==> src/rtl/deser_pkg.sv <==
// Shared types and default parameters for the serial-to-parallel deserializer.
// The FSM state encoding lives here so the bench and debug logic can decode fsm_state.
package deser_pkg;

  typedef enum logic [1:0] {
    IDLE      = 2'd0,
    RECEIVING = 2'd1,
    PARITY    = 2'd2
  } state_t;

  localparam int DEF_WIDTH     = 8;
  localparam int DEF_DEPTH     = 4;
  localparam int DEF_MSB_FIRST = 1;

endpackage

==> src/rtl/deser_fifo.sv <==
// Word buffer for the deserializer: power-of-two circular FIFO.
// Its head reads as zero while the buffer is empty.
module deser_fifo
  import deser_pkg::*;
#(
  parameter int WIDTH = DEF_WIDTH,
  parameter int DEPTH = DEF_DEPTH
) (
  input  logic                       clk,
  input  logic                       rst_n,
  input  logic                       push,
  input  logic                       pop,
  input  logic [WIDTH-1:0]           wdata,
  output logic [WIDTH-1:0]           head,
  output logic [$clog2(DEPTH+1)-1:0] count,
  output logic                       full,
  output logic                       empty
);

  localparam int PTR_W = $clog2(DEPTH);
  localparam int CNT_W = $clog2(DEPTH+1);

  logic [WIDTH-1:0] mem [DEPTH];
  logic [PTR_W-1:0] wr_ptr;
  logic [PTR_W-1:0] rd_ptr;
  logic             push_ok;
  logic             pop_ok;

  assign full    = (count == CNT_W'(DEPTH));
  assign empty   = (count == '0);
  assign push_ok = push && !full;
  assign pop_ok  = pop && !empty;
  assign head    = empty ? '0 : mem[rd_ptr];

  // Pointers wrap naturally because DEPTH is a power of two.
  always_ff @(posedge clk or negedge rst_n) begin
    if (!rst_n) begin
      wr_ptr <= '0;
      rd_ptr <= '0;
      count  <= '0;
    end else begin
      if (push_ok) wr_ptr <= wr_ptr + PTR_W'(1);
      if (pop_ok)  rd_ptr <= rd_ptr + PTR_W'(1);
      count <= count + CNT_W'(push_ok) - CNT_W'(pop_ok);
    end
  end

  always_ff @(posedge clk) begin
    if (push_ok) mem[wr_ptr] <= wdata;
  end

endmodule

==> src/rtl/param_deserializer.sv <==
// Serial-to-parallel deserializer with a DEPTH-word output buffer.
// Optional even-parity checking is enabled by defining DESER_PARITY_EN.
module param_deserializer
  import deser_pkg::*;
#(
  parameter int WIDTH     = DEF_WIDTH,
  parameter int DEPTH     = DEF_DEPTH,
  parameter int MSB_FIRST = DEF_MSB_FIRST
) (
  input  logic                       clock_100,
  input  logic                       reset,
  input  logic                       data_in,
  input  logic                       write_in,
  input  logic                       ack_in,
  output logic                       in_ready,
  output logic [WIDTH-1:0]           data_out,
  output logic                       data_ready,
  output logic                       status_out,
  output logic [$clog2(DEPTH+1)-1:0] word_count,
  output logic                       overflow,
  output logic                       parity_err,
  output state_t                     fsm_state
);

  // Handshake: a bit is taken on a rising edge with write_in && in_ready;
  // the head word is released on a rising edge with ack_in && data_ready.

  localparam int CNT_W = $clog2(WIDTH);

  state_t           state, state_next;
  logic [CNT_W-1:0] bit_cnt, cnt_next;
  logic [WIDTH-1:0] shift_reg, shift_next, shifted, push_word;
  logic             push;
  logic             accept;
  logic             last_bit;
  logic             full, empty;
`ifdef DESER_PARITY_EN
  logic             parity_fail;
`endif

  assign accept   = write_in && in_ready;
  assign last_bit = (bit_cnt == CNT_W'(WIDTH-1));

  always_comb begin
    if (MSB_FIRST != 0) shifted = {shift_reg[WIDTH-2:0], data_in};
    else                shifted = {data_in, shift_reg[WIDTH-1:1]};
  end

  always_comb begin
    state_next = state;
    cnt_next   = bit_cnt;
    shift_next = shift_reg;
    push       = 1'b0;
    push_word  = shifted;
`ifdef DESER_PARITY_EN
    parity_fail = 1'b0;
`endif
    case (state)
      IDLE, RECEIVING: begin
        if (accept) begin
          shift_next = shifted;
          if (last_bit) begin
            cnt_next = '0;
`ifdef DESER_PARITY_EN
            state_next = PARITY;
`else
            push       = 1'b1;
            state_next = IDLE;
`endif
          end else begin
            cnt_next   = bit_cnt + CNT_W'(1);
            state_next = RECEIVING;
          end
        end
      end
      PARITY: begin
`ifdef DESER_PARITY_EN
        // Even parity: the parity bit equals the XOR of the data bits.
        if (accept) begin
          state_next = IDLE;
          push_word  = shift_reg;
          if ((^shift_reg) == data_in) push = 1'b1;
          else                         parity_fail = 1'b1;
        end
`else
        state_next = IDLE;
`endif
      end
      default: state_next = IDLE;
    endcase
  end

  always_ff @(posedge clock_100 or negedge reset) begin
    if (!reset) begin
      state     <= IDLE;
      bit_cnt   <= '0;
      shift_reg <= '0;
      overflow  <= 1'b0;
    end else begin
      state     <= state_next;
      bit_cnt   <= cnt_next;
      shift_reg <= shift_next;
      if (write_in && !in_ready) overflow <= 1'b1;
    end
  end

`ifdef DESER_PARITY_EN
  always_ff @(posedge clock_100 or negedge reset) begin
    if (!reset) parity_err <= 1'b0;
    else        parity_err <= parity_fail;
  end
`else
  assign parity_err = 1'b0;
`endif

  deser_fifo #(
    .WIDTH (WIDTH),
    .DEPTH (DEPTH)
  ) u_fifo (
    .clk   (clock_100),
    .rst_n (reset),
    .push  (push),
    .pop   (ack_in),
    .wdata (push_word),
    .head  (data_out),
    .count (word_count),
    .full  (full),
    .empty (empty)
  );

  // in_ready derives from the registered count, so a pop while full frees space next cycle.
  assign in_ready   = !full;
  assign data_ready = !empty;
  assign status_out = (state != IDLE);
  assign fsm_state  = state;

endmodule

==> config.mk <==
export PLATFORM = sky130hd
export DESIGN_NAME = param_deserializer
export DESIGN_NICKNAME = d
export VERILOG_FILES = /design/src/rtl/deser_pkg.sv /design/src/rtl/deser_fifo.sv /design/src/rtl/param_deserializer.sv
export SDC_FILE = /design/constraint.sdc
export NUM_CORES = 1
export LEC_CHECK = 0
export CAP_MARGIN = 20
export CORE_MARGIN = 4
export CORE_UTILIZATION = 50
export DETAILED_ROUTE_END_ITERATION = 10
export PLACE_DENSITY_LB_ADDON = 0.2
export SETUP_SLACK_MARGIN = 0.15
export SYNTH_ARGS = -nofsm -noshare
export SYNTH_HDL_FRONTEND = slang
export SYNTH_SLANG_ARGS = --single-unit
==> constraint.sdc <==
create_clock -name clock_100 -period 3.45 [get_ports clock_100]
set_clock_uncertainty 0.15 [all_clocks]
set_input_delay 0.69 -clock clock_100 [delete_from_list [all_inputs] [get_ports clock_100]]
set_output_delay 0.69 -clock clock_100 [all_outputs]
set_load 0.02 [all_outputs]
==> run_results.csv <==
group,metric,value,unit
drt,post_drt_wl_per_cell,16.6,um
worst_setup_path,cpLargestDelayFamily,"flip-flops",
global_route,first_global_vias,1087,
logic_synthesis,yosysSeqAreaShare,0.668,
worst_setup_path,r2r_start,"u_fifo.count[2]",
run_status,status,"complete, no violations",
drt,drc,0,
logic_synthesis,synth_ff_type,"edfxtp_1",
worst_setup_path,worstRegToRegCells,8,
worst_setup_path,crit_arrival,2110,ps
placement,hpwl,2280,um
worst_setup_path,critPathMaxFanout,10,
placement,pre_cts_ws,599,ps
global_route,antenna_found_initial,0,
floorplanning,fp-row-count,23,
floorplanning,top_level_ports,23,
layout,area.sequential,0.00144,mm^2
global_route,grt_max_degree,20,
timing,min_period,2950,ps
drt,via_per_inst,5.24,
logic_synthesis,synth_area,0.00215,mm^2
worst_setup_path,r2r_slack,710,ps
run,max_cap_violations,0,
logic_synthesis,synthArstFlopShare,0.373,
worst_setup_path,crit_required,2610,ps
timing,max_slew_margin,0.421,
global_route,grt_usage,0.141,
power_and_ir_drop,fin_total_pwr,0.00230,W
logic_synthesis,synth.area.mux_share,0.145,
logic_synthesis,synth_area_per_cell,17.3,um^2
logic_synthesis,synth-xor-area-share,0.0204,
floorplanning,start_util,0.526,
drt,wl_met1,1350,um
clock_tree,root_buffer,"clkbuf_8",
layout,nNetsFinal,158,
worst_setup_path,cpPeakStageDelay,580,ps
logic_synthesis,synthSimpleGateAreaFrac,0.0634,
logic_synthesis,synth_top_area_cell,"edfxtp_1",
worst_setup_path,cp_slowest_cell,"dfrtp_2",
timing,drv_slew,0,
drt,vias,1022,
clock_tree,cts.sink_count,51,
timing,period_share,0.856,
logic_synthesis,yosys_warnings,0,
worst_setup_path,critPathBufInv,1,
logic_synthesis,yosysMostFrequentCell,"edfxtp_1",
worst_setup_path,worstSetupEndpointType,"primary output",
drt,antenna_left,0,
logic_synthesis,synth_area_leaders,"edfxtp_1 (45%), dfrtp_1 (22%), mux4_2 (8.4%)",
clock_tree,cts_inserted_buffers,5,
layout,area_growth,16.3,%
placement,gp_congestion,0.706,
worst_hold_path,hold_depth,1,
clock_tree,h-tree-depth,2,
floorplanning,fp.dieArea,0.00541,mm^2
drt,dr_wl_met2,1720,um
clock_tree,cts_tree,"built",
power_and_ir_drop,power_density,920,mW/mm^2
floorplanning,die_x,73.6,um
timing,worst_pin_slew,865,ps
timing,rsz0062_at_grt,"no",
logic_synthesis,synth_top_cell_area_share,0.447,
timing,tns,0,ps
drt,highest_layer,"met4",
clock_tree,clockBufferDepth,2,
logic_synthesis,ys_ff_latch,51,
placement,portBuffers,20,
floorplanning,die_y,73.6,um
timing,holdWs,330,ps
worst_hold_path,hold_start,"overflow",
timing,max_freq,0.339,GHz
power_and_ir_drop,vdd_drop_max,0.430,mV
drt,drt-initial-drc-count,70,
timing,hold_violations,0,
worst_hold_path,hold_end,"overflow",
logic_synthesis,synth_edf_count,32,
timing,setup_viol_count_final,0,
worst_setup_path,start_kind,"register",
logic_synthesis,synth_cell_type_count,27,
worst_setup_path,crit_chain,"mux4_2 > and2_1 > clkdlybuf4s50_1",
layout,finalNonFillerCells,195,
layout,largest_reg_flops,32,
worst_hold_path,min_path_type,"reg -> reg",
layout,multi_input_area,641,um^2
clock_tree,insertion_delay,290,ps
global_route,grt.overflow.total,0,
logic_synthesis,synth_commonest_cells,"edfxtp_1 (32), dfrtp_1 (19), and2_1 (13)",
power_and_ir_drop,p_leak,0.960,nW
clock_tree,clk_pin_slew,90,ps
clock_tree,post_cts_buffers,0,
drt,wl_met3,114,um
timing,layout_setup_ws,496,ps
layout,n_antenna_cell,0,
worst_setup_path,timing.rr.end,"u_fifo.count[2]",
layout,drive_gt1_frac,0.193,
floorplanning,coreArea,0.00409,mm^2
global_route,grt_pass1_wl,5450,um
drt,routed_wl,3230,um
placement,numPlacedInstances,187,
logic_synthesis,postSynthCellCount,124,
logic_synthesis,synth-compound-area-share,0.00990,
logic_synthesis,synth_top_family_by_area,"multiplexers",
logic_synthesis,synth_fa_ha_area_frac,0.0559,
layout,fill_cells,307,
worst_setup_path,crit_type,"reg -> out",
drt,dr.pass1.iters,4,
[stage by stage]
| step | utilization | instance area [um^2] |
|---|---|---|
| 2_1_floorplan | - | 2150 |
| 3_3_place_gp | 0.579 | 2370 |
| 3_5_place_dp | 0.579 | 2370 |
| 4_1_cts | 0.611 | 2500 |
| 5_1_grt | 0.612 | 2500 |
| 6_report | 0.612 | 2500 |
[report_power, final]
| group | leakage (nW) | switching [W] | total, W | internal [W] |
|---|---|---|---|---|
| Sequential | 0.506 | 0.000168 | 0.00100 | 0.000834 |
| Clock | 0.0654 | 0.000176 | 0.000466 | 0.000290 |
| Combinational | 0.388 | 0.000359 | 0.000833 | 0.000474 |
| Total | 0.960 | 0.000703 | 0.00230 | 0.00160 |
[logic make-up after synthesis]
logic type,Yosys count
compound gates,3
xor+xnor,5
other cells,1
simple gates,22
fa+ha+maj,9
mux,18
flops,51
buf+inv,15
[per-layer routing]
| layer | vias up | GRT usage |
|---|---|---|
| met3 | 4 | 0.0451 |
| met5 | - | 0 |
| met1 | 518 | 0.170 |
| met4 | 0 | 0.0483 |
| li1 | 479 | - |
| met2 | 21 | 0.239 |
[worst max path at each step]
| stage | start | to | slack, ps | depth (start not counted) |
|---|---|---|---|---|
| final | u_fifo.rd_ptr[0] | data_out[4] | 500 | 3 |
| after global routing | u_fifo.rd_ptr[0] | data_out[0] | 360 | 3 |
| after CTS | u_fifo.rd_ptr[0] | data_out[4] | 260 | 3 |
| after detailed placement | u_fifo.rd_ptr[0] | data_out[4] | 600 | 3 |
| after global placement | u_fifo.rd_ptr[0] | data_out[4] | 640 | 3 |
| after floorplan | u_fifo.count[2] | u_fifo.count[2] | 1010 | 8 |
[cell type report]
cell class,instances,share of cell area
clock inverters,2,0.0240
clock buffers,6,0.0290
inverters,7,0.0105
flip-flops and latches,51,0.575
well taps,50,0.0250
repair buffers,20,0.0801
multi-input cells,59,0.256
[repair_timing]
action | 4_1_cts | 5_1_grt
setup endpoints to repair | 0 | 1
hold buffers | 0 | 0
gates resized for setup | 0 | 1
[cells in the final DEF (no fill, tap or decap), types with 2 or more instances in the layout]
master,count
and2_1,13
bufinv_16,2
clkbuf_8,5
clkdlybuf4s50_1,20
conb_1,2
dfrtp_1,18
edfxtp_1,32
ha_1,8
inv_1,7
mux2_2,5
mux2_4,5
mux4_2,8
nand2_1,2
xnor2_1,3
xor2_1,2
[worst reg2reg max path, stage by stage (launching register included)]
cell	delay [ps]
dfrtp_1	440
or3_1	570
and2_1	280
ha_1	290
inv_1	40
ha_1	180
fa_1	390
xor2_1	170
xnor2_1	130
No activity file was read; power rests on OpenSTA's default activity.
